**src/rtl/universal_reg.sv**
```systemverilog
// Multi-mode WIDTH-bit register: hold, parallel load, shift, rotate and up/down count,
// with zero flag and a registered one-cycle overflow/underflow pulse.
`timescale 1ns/1ps
module universal_reg #(
  parameter int unsigned      WIDTH     = 8,
  parameter logic [WIDTH-1:0] RESET_VAL = '0,
  parameter bit               SATURATE  = 1'b0
) (
  input  logic             CLK,
  input  logic             CLR,
  input  logic             EN,
  input  logic [2:0]       MODE,
  input  logic [WIDTH-1:0] D,
  input  logic             SIN,
  output logic [WIDTH-1:0] Q,
  output logic [WIDTH-1:0] Q_bar,
  output logic             SOUT,
  output logic             ZERO,
  output logic             OVF
);

  typedef enum logic [2:0] {
    M_HOLD = 3'b000,
    M_LOAD = 3'b001,
    M_SHL  = 3'b010,
    M_SHR  = 3'b011,
    M_ROL  = 3'b100,
    M_ROR  = 3'b101,
    M_INC  = 3'b110,
    M_DEC  = 3'b111
  } mode_e;

  logic [WIDTH-1:0] r_q;
  logic             r_ovf;
  logic [WIDTH-1:0] w_next;
  logic             w_ovf_hit;
  logic             w_ones;
  logic             w_zero;
  mode_e            w_mode;

  assign w_mode = mode_e'(MODE);
  assign w_ones = &r_q;
  assign w_zero = ~|r_q;

  always_comb begin
    w_next    = r_q;
    w_ovf_hit = 1'b0;
    case (w_mode)
      M_HOLD: w_next = r_q;
      M_LOAD: w_next = D;
      M_SHL:  w_next = {r_q[WIDTH-2:0], SIN};
      M_SHR:  w_next = {SIN, r_q[WIDTH-1:1]};
      M_ROL:  w_next = {r_q[WIDTH-2:0], r_q[WIDTH-1]};
      M_ROR:  w_next = {r_q[0], r_q[WIDTH-1:1]};
      M_INC: begin
        // The boundary pulse is the same whether the count wraps or clamps.
        w_ovf_hit = w_ones;
        if (w_ones && SATURATE) w_next = r_q;
        else                    w_next = r_q + WIDTH'(1);
      end
      M_DEC: begin
        w_ovf_hit = w_zero;
        if (w_zero && SATURATE) w_next = r_q;
        else                    w_next = r_q - WIDTH'(1);
      end
      default: w_next = r_q;
    endcase
  end

  always_ff @(posedge CLK or posedge CLR) begin
    if (CLR) begin
      r_q   <= RESET_VAL;
      r_ovf <= 1'b0;
    end else begin
      r_ovf <= EN & w_ovf_hit;
      if (EN) r_q <= w_next;
    end
  end

  always_comb begin
    SOUT = 1'b0;
    case (w_mode)
      M_SHL:   SOUT = r_q[WIDTH-1];
      M_SHR:   SOUT = r_q[0];
      default: SOUT = 1'b0;
    endcase
  end

  assign Q     = r_q;
  assign Q_bar = ~r_q;
  assign ZERO  = w_zero;
  assign OVF   = r_ovf;

endmodule

```
**config.mk**
```make
export PLATFORM = sky130hd
export DESIGN_NAME = universal_reg
export DESIGN_NICKNAME = d
export VERILOG_FILES = /design/src/rtl/universal_reg.sv
export SDC_FILE = /design/constraint.sdc
export NUM_CORES = 1
export LEC_CHECK = 0
export ABC_AREA = 0
export CORE_ASPECT_RATIO = 0.8
export CORE_MARGIN = 2
export CORE_UTILIZATION = 45
export CTS_CLUSTER_SIZE = 40
export DETAILED_ROUTE_END_ITERATION = 6
export PLACE_DENSITY = 0.79
export RECOVER_POWER = 25
export SETUP_SLACK_MARGIN = 0.2
export SYNTH_ARGS = -nofsm -noshare
export SYNTH_HDL_FRONTEND = slang
export SYNTH_SLANG_ARGS = --single-unit
```
**constraint.sdc**
```tcl
create_clock -name CLK -period 2.5 [get_ports CLK]
set_input_delay 0.75 -clock CLK [delete_from_list [all_inputs] [get_ports CLK]]
set_output_delay 0.75 -clock CLK [all_outputs]
set_load 0.1 [all_outputs]
```
==> PnR_summary.wiki <==
{| class="wikitable"
! Metric !! Value
|-
| Count of vias placed by the detailed router || 1249
|-
| Wire length of the first global-routing pass || 4950 um
|-
| I/O pin count || 34
|-
| Cell family with the largest share of critical-path delay || simple AND/OR/NAND/NOR gates
|-
| Hold-fix buffers, CTS || 0
|-
| Synthesis-stage register bit count || 9
|-
| Number of hold violations in the final report || 0
|-
| Worst setup path category || flop to output port
|-
| Setup repair after global routing missed its margin || yes
|-
| Grt peak-use layer || met2
|-
| Highest ir drop seen on vdd || 0.000580 V
|-
| Final setup TNS || -0.0925 ns
|-
| Mean area per synthesized cell || 7.61 um2
|-
| Cell with the largest stage delay on the worst path || sky130_fd_sc_hd__or4_4
|-
| Largest net degree at the start of global routing || 23
|-
| Warnings, synthesis || 0
|-
| Power density over the cells || 800 mW/mm2
|-
| Growth of design area from synthesis to finish || 52.1%
|-
| Clock latency on the worst-skew pair || 0.27 ns
|-
| Worst-case setup slack after placement || -0.144 ns
|-
| Clock period minus final worst setup slack || 2.59 ns
|-
| Wire length reported by the detailed router || 3250 um
|-
| Multi-input logic area || 707 um2
|-
| Max capacitance violation total || 0
|-
| Length of the first detailed-routing pass in iterations || 4
|-
| Adder-cell area share of the yosys netlist || 0.0123
|-
| Cells after Synth || 134
|-
| Area of the core region || 0.00216 mm2
|-
| Largest area contributor in the netlist || sky130_fd_sc_hd__dfrtp_1
|-
| Final net count || 197
|-
| Delay of the slowest cell on the worst path || 0.56 ns
|-
| Count of input and output buffers || 33
|-
| Placed Area || 0.00148 mm2
|-
| Die height || 46.6 um
|-
| Final max-slew violation count || 0
|-
| Register area || 240 um2
|-
| Routability Congestion || 0.889
|-
| Worst-path clk slew || 0.07 ns
|-
| Met3 track demand over resource in global routing || 0.0365
|-
| Summed area of non-filler cells in the final layout || 0.00155 mm2
|-
| Number of enable flip-flop cells after synthesis || 0
|-
| Clock Skews || 0.00482 ns
|-
| Clock buffer depth || 2
|-
| Max frequency || 386 MHz
|-
| Count of distinct cell types in the synthesized netlist || 50
|-
| Setup crit end kind || output port
|-
| Fraction of post-synthesis cell area in the top cell type by area || 0.221
|-
| Data arrival, critical path || 1.84 ns
|-
| Violated checks || negative setup slack
|-
| Post-route worst setup slack || -0.0925 ns
|-
| Average wire per cell in the routed design || 15.9 um
|-
| Synth Flop Type || sky130_fd_sc_hd__dfrtp_1
|-
| Effective utilization at floorplan || 0.472
|-
| Proportion of synthesized chip area in sequential cells || 0.221
|-
| Fill count || 171
|-
| Kind of start point of the critical path || flop
|-
| Site row count || 15
|-
| Die Footprint || 0.00267 mm2
|-
| Worst slew pin tran || 0.383 ns
|-
| Met1 track utilization from global routing || 0.343
|-
| Result of the run || finished with violations
|-
| Global-route met2 utilization || 0.389
|-
| Remaining antenna violation count || 0
|-
| Combinational family with the most area after synthesis || compound AO/OA/AOI/OAI gates
|-
| Count of endpoints failing setup in the final report || 1
|-
| Dominant cells by area after synthesis || sky130_fd_sc_hd__dfrtp_1, sky130_fd_sc_hd__mux2i_1, sky130_fd_sc_hd__inv_1, sky130_fd_sc_hd__o21ai_0, sky130_fd_sc_hd__nand2_1
|-
| Via count of the first global-routing pass || 1064
|-
| Root buffer cell || sky130_fd_sc_hd__clkbuf_4
|-
| Die width || 57.2 um
|-
| Detailed Route Iter0 Violations || 60
|-
| # H-tree levels || 1
|-
| Simple-gate share of the synthesized area || 0.272
|-
| Standby leakage power || 0.680 nW
|-
| Async set-reset flop share out of synthesis || 1.00
|-
| Crit path cell chain || or4_4, nor4_4, buf_12
|-
| Overall routing resource usage || 0.252
|-
| Average vias per placed instance || 6.09
|-
| HPWL after DPL || 2410 um
|-
| Multiplexer fraction of the synthesized cell area || 0.0798
|-
| Max-Slew Margin vs Limit || 0.744
|-
| Diode count || 0
|-
| Synth Area in XOR/XNOR || 0.0258
|-
| Clk sinks || 9
|-
| Number of nets produced by synthesis || 150
|-
| Global route total overflow || 0
|-
| Number of buffers inserted during clock tree synthesis || 3
|-
| Required time at the endpoint of the critical path || 1.75 ns
|-
| CTS tree || built
|-
| Antenna violations before repair || 0
|-
| Worst hold slack || 0.668 ns
|-
| Post-Syn Area || 0.00102 mm2
|-
| Class of the tightest hold or removal check || flop to flop
|-
| Remaining routing DRC violations || 0
|-
| Final cycle utilization of the critical path || 1.04
|-
| Critical-path maximum fanout || 3
|-
| Area fraction in compound gates after synthesis || 0.280
|-
| Buffers plus inverters on the worst setup path || 1
|-
| Share of cells above drive strength 1 || 0.372
|}
cell usage after synthesis (all sizes together), types with 3 or more instances:
cell type,instances
inv,13
nand2,10
dfrtp,9
nor2,9
o21ai,8
a21oi,7
buf,7
mux2i,7
clkbuf,6
nor3,4
a211oi,3
and3,3
nand3,3
o31ai,3
xnor2,3
metrics by stage:
step                std cells  utilization  power (mW)
floorplan                 134            -       0.877
finish                    205        0.719        1.24
global placement          194        0.684        1.07
detailed placement        194        0.684        1.08
global route              205        0.719        1.29
CTS                       198        0.696        1.20
timing repair:
action | in CTS | in global routing
resized for setup | 8 | 2
pin swaps | 1 | 3
setup buffers | 0 | 7
endpoints found under the hold margin | 0 | 0
endpoints found under the setup margin | 4 | 2
power by group:
| group | total [mW] | internal (mW) | switching, mW | leakage (nW) |
|---|---|---|---|---|
| clock network | 0.123 | 0.0619 | 0.0606 | 0.0150 |
| registers | 0.241 | 0.182 | 0.0592 | 0.0992 |
| logic | 0.877 | 0.253 | 0.625 | 0.566 |
| total | 1.24 | 0.496 | 0.744 | 0.680 |
sequential cells by signal (all words and copies together) (netlist names):
signal,count
OVF,1
Q,8
cell type report:
type,count,area share
clock buffer,4,0.0169
sequential,9,0.155
timing repair buffer,55,0.316
multi-input combinational,99,0.456
inverter,13,0.0363
tap,25,0.0202
layer usage:
metal  wire [um]  vias up
met5           0        -
met4          74        0
met3         261        9
met2        1500       68
met1        1410      587
li1            -      585
cell families (layout without fill, tap and decap cells):
group                    after synthesis  in the layout
multiplexers                           8              8
buffers and inverters                 26             72
AO/OA/AOI/OAI                         41             41
flip-flops                             9              9
XOR/XNOR                               3              3
AND/OR/NAND/NOR                       46             46
adder cells (fa/ha/maj)                1              1
worst paths after layout:
| kind | startpoint | endpoint | slack (ns) | cells after the start |
|---|---|---|---|---|
| max | Q[3] | ZERO | -0.09 | 3 |
| min | Q[5] | Q[5] | 0.67 | 1 |
| max reg2reg | Q[1] | Q[2] | 0.60 | 7 |
| min reg2reg | Q[5] | Q[5] | 0.67 | 1 |
| max in group asynchronous | CLR | Q[3] | 1.31 | 2 |
| min in group asynchronous | CLR | Q[1] | 0.89 | 2 |
cell usage in the layout, fill, tap and decap left out, types with 3 or more instances in the layout:
| cell type | Yosys | final |
|---|---|---|
| sky130_fd_sc_hd__buf_12 | 0 | 4 |
| sky130_fd_sc_hd__and3_1 | 3 | 3 |
| sky130_fd_sc_hd__a211oi_1 | 3 | 3 |
| sky130_fd_sc_hd__a21oi_1 | 7 | 7 |
| sky130_fd_sc_hd__buf_4 | 0 | 36 |
| sky130_fd_sc_hd__inv_1 | 12 | 10 |
| sky130_fd_sc_hd__o21ai_0 | 8 | 8 |
| sky130_fd_sc_hd__clkdlybuf4s50_1 | 0 | 10 |
| sky130_fd_sc_hd__clkbuf_4 | 0 | 3 |
| sky130_fd_sc_hd__xnor2_1 | 3 | 3 |
| sky130_fd_sc_hd__mux2i_1 | 7 | 6 |
| sky130_fd_sc_hd__dfrtp_2 | 0 | 6 |
| sky130_fd_sc_hd__o31ai_1 | 3 | 3 |
| sky130_fd_sc_hd__nand2_1 | 10 | 10 |
| sky130_fd_sc_hd__nor2_1 | 9 | 9 |
(Power assumes the default switching activity.)
